==> config.mk <==
export PLATFORM = sky130hd
export DESIGN_NAME = parking_access_ctrl
export DESIGN_NICKNAME = d
export VERILOG_FILES = /design/src/rtl/parking_pkg.sv /design/src/rtl/gate_timer.sv /design/src/rtl/parking_access_ctrl.sv
export SDC_FILE = /design/constraint.sdc
export NUM_CORES = 1
export LEC_CHECK = 0
export ABC_AREA = 1
export BUFFER_PORTS_ARGS = -buffer_cell sky130_fd_sc_hd__buf_4
export CORE_MARGIN = 5
export CORE_UTILIZATION = 35
export CTS_BUF_LIST = sky130_fd_sc_hd__clkbuf_4 sky130_fd_sc_hd__clkbuf_8
export DETAILED_ROUTE_END_ITERATION = 7
export PLACE_DENSITY = 0.56
export SETUP_SLACK_MARGIN = 0.02
export SLEW_MARGIN = 20
export SYNTH_ARGS = -nofsm -noshare
export SYNTH_HDL_FRONTEND = slang
export SYNTH_SLANG_ARGS = --single-unit
==> constraint.sdc <==
create_clock -name CLK -period 4.09 [get_ports CLK]
set_clock_uncertainty 0.1 [all_clocks]
set_input_delay 0.818 -clock CLK [delete_from_list [all_inputs] [get_ports CLK]]
set_output_delay 0.818 -clock CLK [all_outputs]
set_load 0.1 [all_outputs]
==> src/rtl/parking_pkg.sv <==
// Shared types for the car-park access controller: zone codes, bay counter type,
// FSM states and the entry/exit arbitration pointer.
package parking_pkg;

  typedef logic [2:0] count_t;
  typedef logic [1:0] zone_t;

  localparam zone_t ZONE_SPEC0 = 2'd0;
  localparam zone_t ZONE_NORM0 = 2'd1;
  localparam zone_t ZONE_FLR1  = 2'd2;
  localparam zone_t ZONE_INV   = 2'd3;

  typedef enum logic {IDLE, GATE} state_t;

  typedef enum logic {PRI_EXIT, PRI_ENTRY} pri_t;

endpackage

==> src/rtl/gate_timer.sv <==
// Barrier hold timer: loading starts a GATE_CYCLES-long busy window that drives the
// gate directly; expiring marks the last open cycle so the FSM can leave GATE on time.
module gate_timer #(
  parameter int GATE_CYCLES = 50
) (
  input  logic CLK,
  input  logic RST,
  input  logic load,
  output logic busy,
  output logic expiring
);

  localparam int W = $clog2(GATE_CYCLES + 1);
  localparam logic [W-1:0] LOAD_VAL = W'(GATE_CYCLES);

  logic [W-1:0] cnt_q, cnt_d;

  always_comb begin
    cnt_d = cnt_q;
    if (load) begin
      cnt_d = LOAD_VAL;
    end else if (cnt_q != '0) begin
      cnt_d = cnt_q - W'(1);
    end
  end

  always_ff @(posedge CLK or posedge RST) begin
    if (RST) begin
      cnt_q <= '0;
    end else begin
      cnt_q <= cnt_d;
    end
  end

  assign busy     = (cnt_q != '0);
  assign expiring = (cnt_q == W'(1));

endmodule

==> src/rtl/parking_access_ctrl.sv <==
// Car-park gate sequencer: arbitrates entry/exit requesters onto the single barrier,
// allocates bays by permit policy and keeps the three free-space counters.
module parking_access_ctrl
  import parking_pkg::*;
#(
  parameter int SPEC0_CAP   = 2,
  parameter int NORM0_CAP   = 3,
  parameter int FLR1_CAP    = 5,
  parameter int GATE_CYCLES = 50
) (
  input  logic       CLK,
  input  logic       RST,
  input  logic       entry_req,
  input  logic       entry_spec,
  input  logic       exit_req,
  input  logic [1:0] exit_zone,
  output logic       entry_ack,
  output logic [1:0] entry_zone,
  output logic       entry_full,
  output logic       exit_ack,
  output logic       exit_err,
  output logic       gate_open,
  output logic       lot_full,
  output logic [2:0] remain_flr_spec_0,
  output logic [2:0] remain_flr_norm_0,
  output logic [2:0] remain_flr_1
);

  if (SPEC0_CAP < 1 || SPEC0_CAP > 7 || NORM0_CAP < 1 || NORM0_CAP > 7 ||
      FLR1_CAP < 1 || FLR1_CAP > 7 || SPEC0_CAP + NORM0_CAP + FLR1_CAP > 10 ||
      GATE_CYCLES < 2) begin : g_bad_params
    $error("parking_access_ctrl: capacity or gate timing parameters out of range");
  end

  localparam count_t SPEC0_MAX = count_t'(SPEC0_CAP);
  localparam count_t NORM0_MAX = count_t'(NORM0_CAP);
  localparam count_t FLR1_MAX  = count_t'(FLR1_CAP);

  state_t state_q, state_d;
  pri_t   pri_q, pri_d;
  count_t specFree_q, specFree_d, normFree_q, normFree_d, flr1Free_q, flr1Free_d;
  logic   entryArmed_q, entryArmed_d, exitArmed_q, exitArmed_d;
  logic   entryAck_q, entryAck_d, entryFull_q, entryFull_d;
  logic   exitAck_q, exitAck_d, exitErr_q, exitErr_d;
  logic   lotFull_q, lotFull_d;
  zone_t  entryZone_q, entryZone_d;

  logic   serveEntry, serveExit, entryHasBay, exitRoom;
  zone_t  entryPick;
  logic   timerLoad, timerExpiring;

  // Arbitration and bay lookup; the pointer only matters when both sides are eligible.
  always_comb begin
    serveEntry = 1'b0;
    serveExit  = 1'b0;
    if (state_q == IDLE) begin
      if (entryArmed_q && entry_req && exitArmed_q && exit_req) begin
        serveEntry = (pri_q == PRI_ENTRY);
        serveExit  = (pri_q == PRI_EXIT);
      end else begin
        serveEntry = entryArmed_q && entry_req;
        serveExit  = exitArmed_q && exit_req;
      end
    end

    entryHasBay = 1'b1;
    entryPick   = ZONE_NORM0;
    if (entry_spec && specFree_q != '0)  entryPick = ZONE_SPEC0;
    else if (normFree_q != '0)           entryPick = ZONE_NORM0;
    else if (flr1Free_q != '0)           entryPick = ZONE_FLR1;
    else                                 entryHasBay = 1'b0;

    case (exit_zone)
      ZONE_SPEC0: exitRoom = (specFree_q < SPEC0_MAX);
      ZONE_NORM0: exitRoom = (normFree_q < NORM0_MAX);
      ZONE_FLR1:  exitRoom = (flr1Free_q < FLR1_MAX);
      default:    exitRoom = 1'b0;
    endcase
  end

  always_comb begin
    state_d     = state_q;
    pri_d       = pri_q;
    specFree_d  = specFree_q;
    normFree_d  = normFree_q;
    flr1Free_d  = flr1Free_q;
    entryAck_d  = 1'b0;
    entryZone_d = ZONE_SPEC0;
    entryFull_d = 1'b0;
    exitAck_d   = 1'b0;
    exitErr_d   = 1'b0;
    timerLoad   = 1'b0;

    if (state_q == GATE) begin
      if (timerExpiring) state_d = IDLE;
    end else if (serveEntry) begin
      pri_d = (pri_q == PRI_EXIT) ? PRI_ENTRY : PRI_EXIT;
      if (entryHasBay) begin
        entryAck_d  = 1'b1;
        entryZone_d = entryPick;
        timerLoad   = 1'b1;
        state_d     = GATE;
        case (entryPick)
          ZONE_SPEC0: specFree_d = specFree_q - count_t'(1);
          ZONE_NORM0: normFree_d = normFree_q - count_t'(1);
          default:    flr1Free_d = flr1Free_q - count_t'(1);
        endcase
      end else begin
        entryFull_d = 1'b1;
      end
    end else if (serveExit) begin
      pri_d = (pri_q == PRI_EXIT) ? PRI_ENTRY : PRI_EXIT;
      if (exitRoom) begin
        exitAck_d = 1'b1;
        timerLoad = 1'b1;
        state_d   = GATE;
        case (exit_zone)
          ZONE_SPEC0: specFree_d = specFree_q + count_t'(1);
          ZONE_NORM0: normFree_d = normFree_q + count_t'(1);
          default:    flr1Free_d = flr1Free_q + count_t'(1);
        endcase
      end else begin
        exitErr_d = 1'b1;
      end
    end

    // A requester re-arms only after its req has been seen low, so a held req is served once.
    entryArmed_d = (entryAck_d || entryFull_d) ? 1'b0 : (!entry_req || entryArmed_q);
    exitArmed_d  = (exitAck_d || exitErr_d)    ? 1'b0 : (!exit_req || exitArmed_q);

    lotFull_d = (specFree_d == '0) && (normFree_d == '0) && (flr1Free_d == '0);
  end

  always_ff @(posedge CLK or posedge RST) begin
    if (RST) begin
      state_q      <= IDLE;
      pri_q        <= PRI_EXIT;
      specFree_q   <= SPEC0_MAX;
      normFree_q   <= NORM0_MAX;
      flr1Free_q   <= FLR1_MAX;
      entryArmed_q <= 1'b0;
      exitArmed_q  <= 1'b0;
      entryAck_q   <= 1'b0;
      entryZone_q  <= ZONE_SPEC0;
      entryFull_q  <= 1'b0;
      exitAck_q    <= 1'b0;
      exitErr_q    <= 1'b0;
      lotFull_q    <= 1'b0;
    end else begin
      state_q      <= state_d;
      pri_q        <= pri_d;
      specFree_q   <= specFree_d;
      normFree_q   <= normFree_d;
      flr1Free_q   <= flr1Free_d;
      entryArmed_q <= entryArmed_d;
      exitArmed_q  <= exitArmed_d;
      entryAck_q   <= entryAck_d;
      entryZone_q  <= entryZone_d;
      entryFull_q  <= entryFull_d;
      exitAck_q    <= exitAck_d;
      exitErr_q    <= exitErr_d;
      lotFull_q    <= lotFull_d;
    end
  end

  gate_timer #(
    .GATE_CYCLES(GATE_CYCLES)
  ) u_gate_timer (
    .CLK      (CLK),
    .RST      (RST),
    .load     (timerLoad),
    .busy     (gate_open),
    .expiring (timerExpiring)
  );

  assign entry_ack         = entryAck_q;
  assign entry_zone        = entryZone_q;
  assign entry_full        = entryFull_q;
  assign exit_ack          = exitAck_q;
  assign exit_err          = exitErr_q;
  assign lot_full          = lotFull_q;
  assign remain_flr_spec_0 = specFree_q;
  assign remain_flr_norm_0 = normFree_q;
  assign remain_flr_1      = flr1Free_q;

endmodule

* Word level (Yosys, flattened, before mapping)
Cells that the tools add are included.
Word-level totals: output and inout port bits 17, flip-flop bits (word level) 26, logic and storage cells 117, bits of input ports 7
Operators by class: muxes and demuxes 60, magnitude comparators 3, eq/ne operators 4, $add $sub $neg 7, bitwise operators 2, reductions and logical operators 27
Operator list (count):
- $mux 3 | 21
- $mux 1 | 30
- $mux 2 | 6
- $mux 6 | 2
- $add 3x1->3 const B | 3
- $logic_not 3->1 | 3
- $reduce_bool 3->1 | 3
- $sub 3x1->3 const B | 3
- $logic_and 1x1->1 | 7
- $eq 6x1->1 const B | 1
- $lt 3x2->1 const B | 2
- $reduce_bool 6->1 | 1
- $sub 6x1->6 const B | 1
- $eq 2x1->1 const B | 2
- $logic_not 2->1 | 2
- $logic_or 1x1->1 | 4
- $reduce_bool 2->1 | 2
- $reduce_or 2->1 | 2
- $lt 3x3->1 const B | 1
- $pmux 1 s3 | 1
- $eq 2x2->1 const B | 1
- $logic_not 1->1 | 2
- $not 1->1 | 2
- $reduce_and 2->1 | 1

* Longest topological paths before layout
Gate-level depths: netlist (run 1).
word-level depth 12, mapped depth 13, depth with buffers taken out 13

* Modules after synthesis
A second synthesis (run 1) with hierarchy kept.
Unflattened totals: cells, all modules 220, area, all modules 1661.6 um^2
Modules (own cells, without submodules):
- parking_access_ctrl | cells an instance 166, instances 1, seq. area each 506.7 um^2, area each 1276.2 um^2
- gate_timer | cells an instance 54, instances 1, seq. area each 150.1 um^2, area each 385.4 um^2

* Worst setup path before layout (run 1)
No wires, ideal clock.
path kind register to register, start register specFree_q[0] (netlist: remain_flr_spec_0[0]), end register lotFull_q (netlist: lot_full), period minus slack after synthesis 2.374 ns, arrival 2.160 ns, setup time 0.114 ns, path buffers 0, data required time 3.876 ns, stages on the path, launching flop included 12, slack 1.716 ns, path through dfrtp_1 inv_1 ha_1 nand2_1 nand2_2 nand3_1 nor2_1 a21oi_1 xor2_1 nor2_1 nand2_1 nor2_2
On the way: cells in the longest elaborated chain, start to end 11, elaborated cells between the ends (all ways) 35, classes of those cells add/sub: 2; order compare: 1; eq/ne: 1; mux: 22; reduce/logical: 9
Ends and longest elaborated chain:
- start, declared | line parking_access_ctrl.sv:41 | count_t specFree_q, specFree_d, normFree_q, normFree_d, flr1Free_q, flr1Free_d;
- start signal, assigned | line parking_access_ctrl.sv:152 | specFree_q <= specFree_d;
- $reduce_bool 3->1 | line parking_access_ctrl.sv:68 | if (entry_spec && specFree_q != '0) entryPick = ZONE_SPEC0;
- $logic_and 1x1->1 | line parking_access_ctrl.sv:68
- $mux 2 | line parking_access_ctrl.sv:68
- $eq 2x1->1 or $logic_not 2->1 (tied branches) | line parking_access_ctrl.sv:103 | case (entryPick)
- $reduce_or 2->1 (no source line)
- $mux 3 | line parking_access_ctrl.sv:103
- $mux 3 | line parking_access_ctrl.sv:98 | if (entryHasBay) begin
- $mux 3 * | line parking_access_ctrl.sv:96 | end else if (serveEntry) begin
- $mux 3 * | line parking_access_ctrl.sv:94 | if (state_q == GATE) begin
- via flr1Free_d[0] | line parking_access_ctrl.sv:41
- $logic_not 3->1 * | line parking_access_ctrl.sv:131 | lotFull_d = (specFree_d == '0) && (normFree_d == '0) && (flr1Free_d == '0);
- $logic_and 1x1->1 * | line parking_access_ctrl.sv:131
- via lotFull_d | line parking_access_ctrl.sv:45 | logic lotFull_q, lotFull_d;
- end signal, assigned | line parking_access_ctrl.sv:162 | lotFull_q <= lotFull_d;
- end, declared | line parking_access_ctrl.sv:45
Mark *: on every way through the listed nets, which the timed path passes. The rest lies on a longest branch. A chain may end at the register's enable or synchronous reset.

* Worst setup path in the final report (run 1)
start register u_gate_timer.cnt_q[0], end output port gate_open
On the way: cells in the longest elaborated chain, start to end 1
Ends and longest elaborated chain:
- start, declared | line gate_timer.sv:16 | logic [W-1:0] cnt_q, cnt_d;
- start signal, assigned | line gate_timer.sv:31 | cnt_q <= cnt_d;
- $reduce_bool 6->1 | line gate_timer.sv:35 | assign busy = (cnt_q != '0);
- end, declared | line parking_access_ctrl.sv:22 | output logic gate_open,
No other way between the ends.

==> results of run 1 <==
[Yosys cell counts (all sizes together)]
library cell and n:
a211oi 1, a21oi 8, a31oi 1, buf 2, dfrtp 21, dfstp 5, ha 12, inv 35
nand2 50, nand3 23, nand3b 1, nand4 2, nor2 19, nor3 3, nor4 1, o211ai 2
o21ai 7, xnor2 2, xor2 3
[state kept, by name, summed over array words and instances, names as in the netlist]
name	count
u_gate_timer.cnt_q	6
remain_flr_1	3
remain_flr_norm_0	3
remain_flr_spec_0	3
entry_zone	2
entryArmed_q	1
entry_ack	1
entry_full	1
exitArmed_q	1
exit_ack	1
exit_err	1
lot_full	1
pri_q	1
state_q	1
[worst paths after layout]
check                                       from              endpoint  slack [ns]  depth (start not counted)
max reg2reg                 remain_flr_spec_0[1]              lot_full        2.04                         11
min                                        pri_q                 pri_q        0.41                          1
max in group asynchronous                    RST  remain_flr_spec_0[1]        3.02                          2
min in group asynchronous                    RST         entry_zone[0]        0.50                          2
max                        u_gate_timer.cnt_q[0]             gate_open        1.80                          4
min reg2reg                                pri_q                 pri_q        0.41                          1
[layer usage]
| layer | share of wire [%] | vias to the layer above | routed length (um) | GRT usage, % |
|---|---|---|---|---|
| met1 | 48 | 589 | 1580 | 16.5 |
| met3 | 3.1 | 2 | 103 | 1.26 |
| met2 | 48 | 22 | 1570 | 17.9 |
| met4 | 1.1 | 0 | 36 | 4.37 |
| met5 | 0 | - | 0 | 0 |
| li1 | - | 674 | - | - |
[worst register-to-register path, stage by stage, from the launching register on]
cell	delay, ns
dfstp_2	0.57
inv_1	0.10
ha_1	0.19
nand2_1	0.07
nand2_2	0.12
nand3_1	0.15
nor2_1	0.09
a21oi_1	0.18
xor2_1	0.22
nor2_1	0.06
nand2_1	0.07
nor2_2	0.04
[kinds of logic (layout without fill, tap and decap cells)]
family | count (synthesis) | count (layout) | share of synthesized area (%)
DFF | 26 | 26 | 40.0
xor gates and xnor gates | 5 | 5 | 2.67
buffers and inverters | 37 | 63 | 9.22
and+or+nand+nor | 99 | 99 | 31.4
AOI/OAI and AO/OA | 19 | 19 | 7.55
adders and majority gates | 12 | 12 | 9.15
[stage by stage]
step           total power, W  hold WS, ns  setup WS, ns  cell area, um2
4_1_cts              0.000438        0.418          1.78            1920
3_5_place_dp         0.000280        0.391          1.74            1870
3_3_place_gp         0.000280        0.400          1.77            1870
5_1_grt              0.000446        0.441          1.71            1920
2_1_floorplan        0.000271        0.368          1.72            1640
6_report             0.000430        0.412          1.80            1920
[area by class of cell]
| cell class | count | area, um2 |
|---|---|---|
| multi-input combinational | 135 | 833 |
| clock buffer | 4 | 48.8 |
| timing repair buffer | 24 | 180 |
| sequential | 26 | 657 |
| tap | 54 | 67.6 |
| inverter | 35 | 131 |
| fill | 473 | 2710 |
[power by group]
part / internal (W) / switching, W
registers: 0.000257 / 0
logic: 0.00000556 / 0.0000122
clock network: 0.0000762 / 0.0000789
==> results.cfg, run 1 <==
[outcome]
status = finished, final reports clean

[critical_path]
cpLargestDelayFamily = buffers and inverters
slowest_stage = dfrtp_1
critPathLaunchType = register
cpPeakStageDelay_ns = 0.38
crit_required_ns = 3.17
cp-end-kind = primary output
crit_fanout = 4
cp_num_buf_inv = 2
crit_path_cell_trace = inv_1 > ha_1 > nand3_1 > buf_4
critical_path_arrival_ns = 1.38
criticalPathCategory = register to primary output

[clock_tree]
clk_pin_slew_worst_paths_ns = 0.09
cts_buffers = 3
clock-root-buffer = clkbuf_8
cts.sinks = 26
cts_setup_buffers = 0
post_cts_resize_count = 0
holdBufCountCts = 0
clockBufferDepth = 2
htreeDepth = 1
clk_latency_ns = 0.27
cts_tree = yes

[final_layout]
utilization_pct = 41.4
drive_gt1_share_pct = 27.2
mostFrequentLayoutCells = nand2_1 (43), inv_1 (28), buf_4 (24)
antennaDiodeCount = 0
fin_cells = 278
layout_commonest_cell = nand2_1
syn2layout_area_growth_pct = 16.8
final_nets = 244

[timing]
hold_violations = 0
tightestPinTransition_ns = 0.555
setup-violations-final = 0
setup_tns_ns = 0
fmax_ghz = 0.436
rsz0062_at_grt = false
fin_crit_sh_pct = 56.1
slew_headroom_pct = 63.0
slew_violations = 0
post-route-min-period_ns = 2.29

[floorplanning]
num_rows = 25
core_area_um2 = 4630
start_util_pct = 35.5
io_pins = 24
die-area_um2 = 6160
die_y_um = 78.5
chipWidth_um = 78.5

[drt]
post-route-drc-count = 0
via_per_inst = 4.63
routed-via-count = 1287
route.detailed.wl_per_inst_um = 11.8
ant_nets = 0
first_pass_iters = 5
routed_wl_mm = 3.29
drtIter0Drc = 57

[hold_path]
hp-class = register to register

[job]
drv_cap = 0

[power]
cellPowerDensity_nw_per_um2 = 224
irDropWorstVdd_uv = 106
p_leak_nw = 1.01

[global_route]
antenna_found_initial = 0
grt_overflow = 0
grt_max_degree = 27
grt_pass1_vias = 1224
grt_pass1_wl_mm = 5.72
track_usage_pct = 11.5

[logic_synthesis]
synthTopCellsByArea = dfrtp_1 (32%), nand2_1 (9.8%), ha_1 (9.1%), dfstp_2 (8.0%), inv_1 (6.6%)
syn_area_um2 = 1640
ys_seq_area_share_pct = 40.0
syn_inst = 198
syn_nets = 217
ys_ff_latch = 26
synth_cell_types = 28
synth_top_area_cell = dfrtp_1
yosys_warnings = 0
yosysTopAreaCellShare_pct = 32.0
avgSynthCellArea_um2 = 8.29

[place]
place_congestion = 0.884
dp_hpwl_mm = 2.57
port-buffer-count = 23
dp.cells = 274
Power figures use the tool's default switching activity.
==> run 2: changes to the inputs <==
==> constraint.sdc (replaced) <==
create_clock -name CLK -period 2.38 [get_ports CLK]
set_clock_uncertainty 0.1 [all_clocks]
set_input_delay 0.476 -clock CLK [delete_from_list [all_inputs] [get_ports CLK]]
set_output_delay 0.476 -clock CLK [all_outputs]
set_load 0.1 [all_outputs]
==> results.cfg, run 2 (synthesis results as in run 1) <==
[outcome]
status = finished, final reports clean

[timing]
slew_headroom_pct = 76.3
hold_violations = 0
fmax_ghz = 0.485
slew_violations = 0
fin_crit_sh_pct = 86.7
rsz0062_at_grt = false
post-route-min-period_ns = 2.06
setup-violations-final = 0
setup_tns_ns = 0
tightestPinTransition_ns = 0.355

[critical_path]
crit_fanout = 7
cp-end-kind = register
r2r_slack_ns = 0.32
rr_endpoint = lot_full
crit_path_cell_trace = inv_1 > ha_1 > nand2_1 > nand2_2 > nand3_1 > nor2_1 > a21oi_1 > xor2_1 > nor2_1 > nand2_1 > nor2_2
critPathLaunchType = register
cp_num_buf_inv = 1
rr_worst_depth = 11
cpPeakStageDelay_ns = 0.57
criticalPathCategory = register to register
rr_startpoint = remain_flr_spec_0[1]
crit_required_ns = 2.46
slowest_stage = dfstp_2
cpLargestDelayFamily = simple AND/OR/NAND/NOR gates
critical_path_arrival_ns = 2.14

[global_route]
grt_pass1_wl_mm = 5.99
grt_max_degree = 27
antenna_found_initial = 0
grt_overflow = 0
track_usage_pct = 12.1
grt_pass1_vias = 1292

[power]
irDropWorstVdd_uv = 204
p_total_w = 0.000851
p_leak_nw = 1.02
cellPowerDensity_nw_per_um2 = 437

[final_layout]
regMostFlops = u_gate_timer.cnt_q
fin_area_um2 = 1950
syn2layout_area_growth_pct = 18.8
largest_reg_flops = 6
layout_commonest_cell = nand2_1
antennaDiodeCount = 0
fin_cells = 279
final_nets = 245
mostFrequentLayoutCells = nand2_1 (43), inv_1 (29), buf_4 (25)
drive_gt1_share_pct = 27.6
fillers = 478

[clock_tree]
post_cts_resize_count = 0
cts_tree = yes
clock-root-buffer = clkbuf_8
clk_latency_ns = 0.28
htreeDepth = 1
cts_setup_buffers = 0
clk_pin_slew_worst_paths_ns = 0.10
clockBufferDepth = 2
cts_buffers = 3
holdBufCountCts = 0
cts.sinks = 26

[floorplanning]
core_area_um2 = 4630
io_pins = 24
die-area_um2 = 6160
die_y_um = 78.5
num_rows = 25
start_util_pct = 35.5
chipWidth_um = 78.5

[drt]
routed-via-count = 1308
ant_nets = 0
drtIter0Drc = 59
post-route-drc-count = 0
routed_wl_mm = 3.46
route.detailed.wl_per_inst_um = 12.4
first_pass_iters = 4
via_per_inst = 4.69

[hold_path]
hp-class = primary input to async pin

[place]
placed_area_um2 = 1880
port-buffer-count = 23
place_congestion = 0.830
dp.cells = 275
dp_hpwl_mm = 2.67

[job]
drv_cap = 0
-- run 2: cell type report --
type	instances	area, um2	area share [%]
tap	54	67.6	3.47
timing repair buffer	25	188	9.63
clock inverter	1	30.0	1.54
inverter	35	131	6.74
multi-input combinational	135	833	42.7
clock buffer	3	41.3	2.12
sequential	26	658	33.8
-- run 2: how the worst max path moves through the flow --
| stage | from | endpoint | slack (ns) | cells after the start |
|---|---|---|---|---|
| after floorplan | remain_flr_1[1] | lot_full | 0.11 | 10 |
| after global placement | remain_flr_spec_0[1] | lot_full | 0.34 | 11 |
| after detailed placement | remain_flr_spec_0[1] | lot_full | 0.35 | 11 |
| after CTS | remain_flr_spec_0[1] | lot_full | 0.33 | 11 |
| after global routing | remain_flr_spec_0[1] | lot_full | 0.20 | 11 |
| final | remain_flr_spec_0[1] | lot_full | 0.32 | 11 |
-- run 2: metal layers --
| metal | share of wire [%] | GRT usage [%] |
|---|---|---|
| met1 | 50 | 15.9 |
| met2 | 45 | 19.9 |
| met3 | 3.2 | 1.95 |
| met4 | 1.8 | 4.72 |
| met5 | 0 | 0 |
-- run 2: worst register-to-register path: cells and delay by family, from the launching register on --
kind                       cells  cell delay (ns)
and+or+nand+nor                7             0.61
DFF                            1             0.57
AOI/OAI and AO/OA              1             0.19
buffers and inverters          1             0.10
xor gates and xnor gates       1             0.22
adders and majority gates      1             0.19
-- run 2: per-stage QoR --
step,utilization [%],setup slack (ns),hold WS [ns]
global placement,40.6,0.336,0.396
floorplan,-,0.114,0.368
global route,42.1,0.205,0.185
finish,42.1,0.317,0.152
detailed placement,40.6,0.349,0.394
CTS,42.1,0.328,0.161
-- run 2: where the power goes --
group	leakage, nW	switching (W)	internal, W
registers	0.294	0	0.000442
clock network	0.0357	0.000151	0.000225
logic	0.692	0.0000220	0.0000106
==> run 3: changes to the inputs <==
--- a/config.mk
+++ b/config.mk
@@ -6,12 +6,12 @@
 export NUM_CORES = 1
 export LEC_CHECK = 0
 export ABC_AREA = 1
-export BUFFER_PORTS_ARGS = -buffer_cell sky130_fd_sc_hd__buf_4
 export CORE_MARGIN = 5
 export CORE_UTILIZATION = 35
 export CTS_BUF_LIST = sky130_fd_sc_hd__clkbuf_4 sky130_fd_sc_hd__clkbuf_8
 export DETAILED_ROUTE_END_ITERATION = 7
-export PLACE_DENSITY = 0.56
+export DONT_BUFFER_PORTS = 1
+export PLACE_DENSITY = 0.52
 export SETUP_SLACK_MARGIN = 0.02
 export SLEW_MARGIN = 20
 export SYNTH_ARGS = -nofsm -noshare
==> results.cfg, run 3 (synthesis results as in run 1) <==
[outcome]
status = finished, final reports clean

[timing]
tightestPinTransition_ns = 0.728
setup_tns_ns = 0
setup-violations-final = 0
rsz0062_at_grt = false
post-route-min-period_ns = 1.98
hold_violations = 0
fmax_ghz = 0.505
fin_crit_sh_pct = 83.2
slew_headroom_pct = 51.4
worst_slack_ns = 0.399
slew_violations = 0

[drt]
route.detailed.wl_per_inst_um = 12.6
drtIter0Drc = 47
routed-via-count = 1292
routed_wl_mm = 3.46
via_per_inst = 4.72
first_pass_iters = 4
ant_nets = 0
post-route-drc-count = 0

[critical_path]
crit_fanout = 7
crit_path_start = remain_flr_spec_0[1]
cpPeakStageDelay_ns = 0.54
cpLargestDelayFamily = simple AND/OR/NAND/NOR gates
critPathMostFrequentCell = nand2_2
critPathLaunchType = register
slowest_stage = dfstp_2
crit_path_cell_trace = inv_1 > ha_1 > nand2_1 > nand2_2 > inv_1 > nand3_1 > nand2_2 > nand2_2 > nand2_2 > inv_2 > nor2_1 > nand2_1 > nor2_2
criticalPathCategory = register to register
rr_startpoint = remain_flr_spec_0[1]
crit_required_ns = 2.49
cp_num_buf_inv = 3
cp-end-kind = register
critical_path_arrival_ns = 2.09

[power]
p_leak_nw = 0.992
irDropWorstVdd_uv = 257
p_total_w = 0.000752
cellPowerDensity_nw_per_um2 = 397

[final_layout]
drive_gt1_share_pct = 25.9
largest_reg_flops = 6
syn2layout_area_growth_pct = 15.5
layout_commonest_cell = nand2_1
antennaDiodeCount = 0
regMostFlops = u_gate_timer.cnt_q
utilization_pct = 40.9
final_nets = 240
mostFrequentLayoutCells = nand2_1 (43), inv_1 (29), dfrtp_1 (20), buf_4 (20), nand3_1 (18)
fin_cells = 274

[clock_tree]
cts_setup_buffers = 0
htreeDepth = 1
holdBufCountCts = 0
clockBufferDepth = 2
cts.sinks = 26
clk_latency_ns = 0.27
cts_tree = yes
cts_buffers = 3
clock-root-buffer = clkbuf_8
post_cts_resize_count = 0
clk_pin_slew_worst_paths_ns = 0.09

[floorplanning]
io_pins = 24
die-area_um2 = 6160
core_area_um2 = 4630
num_rows = 25
start_util_pct = 35.5
die_y_um = 78.5
chipWidth_um = 78.5

[global_route]
grt_pass1_wl_mm = 5.89
grt_overflow = 0
grt_max_degree = 19
antenna_found_initial = 0
grt_pass1_vias = 1299
track_usage_pct = 12.0

[job]
drv_cap = 0

[place]
pre_cts_slack_ns = 0.388
dp_hpwl_mm = 2.74
dp.cells = 270
place_congestion = 0.832
port-buffer-count = 0

[hold_path]
hp-class = primary input to async pin
==> run 3: cell types whose count changed in the layout (fill, tap and decap cells not counted) <==
cell       before  now
buf_4          25   20
clkbuf_8        3    4
bufinv_16       1    0
==> run 3: area by class of cell <==
type | instances | area [um2]
Inverter | 35 | 131
Timing Repair Buffer | 20 | 150
Multi-Input combinational cell | 135 | 833
Fill cell | 476 | 2730
Sequential cell | 26 | 658
Tap cell | 54 | 67.6
Clock buffer | 4 | 55.1
==> run 3: power by group <==
group	switching (W)	internal, W
logic	0.0000176	0.00000550
registers	0	0.000442
clock network	0.000139	0.000148
==> run 3: path summary, 6_finish.rpt <==
kind	end	slack, ns	cells after the start
hold reg to reg	pri_q	0.41	1
setup / recovery	lot_full	0.40	13
hold / removal	lot_full	0.11	1
max in group asynchronous	exit_ack	1.51	2
setup reg to reg	lot_full	0.40	13
min in group CLK	entryArmed_q	0.18	1
==> run 3: stage by stage <==
step | hold WS (ns) | cell area [um2]
after CTS | 0.137 | 1900
after detailed placement | 0.393 | 1840
after global placement | 0.389 | 1840
after floorplan | 0.368 | 1640
after global routing | 0.174 | 1900
final | 0.110 | 1900
==> run 3: per-layer routing <==
layer / up-vias / share of wire, % / track usage, % / wire length, um
li1: 665 / - / - / -
met1: 604 / 45 / 15.1 / 1550
met2: 19 / 50 / 20.5 / 1720
met3: 4 / 4.3 / 2.41 / 149
met4: 0 / 1.4 / 3.67 / 47
met5: - / 0 / 0 / 0
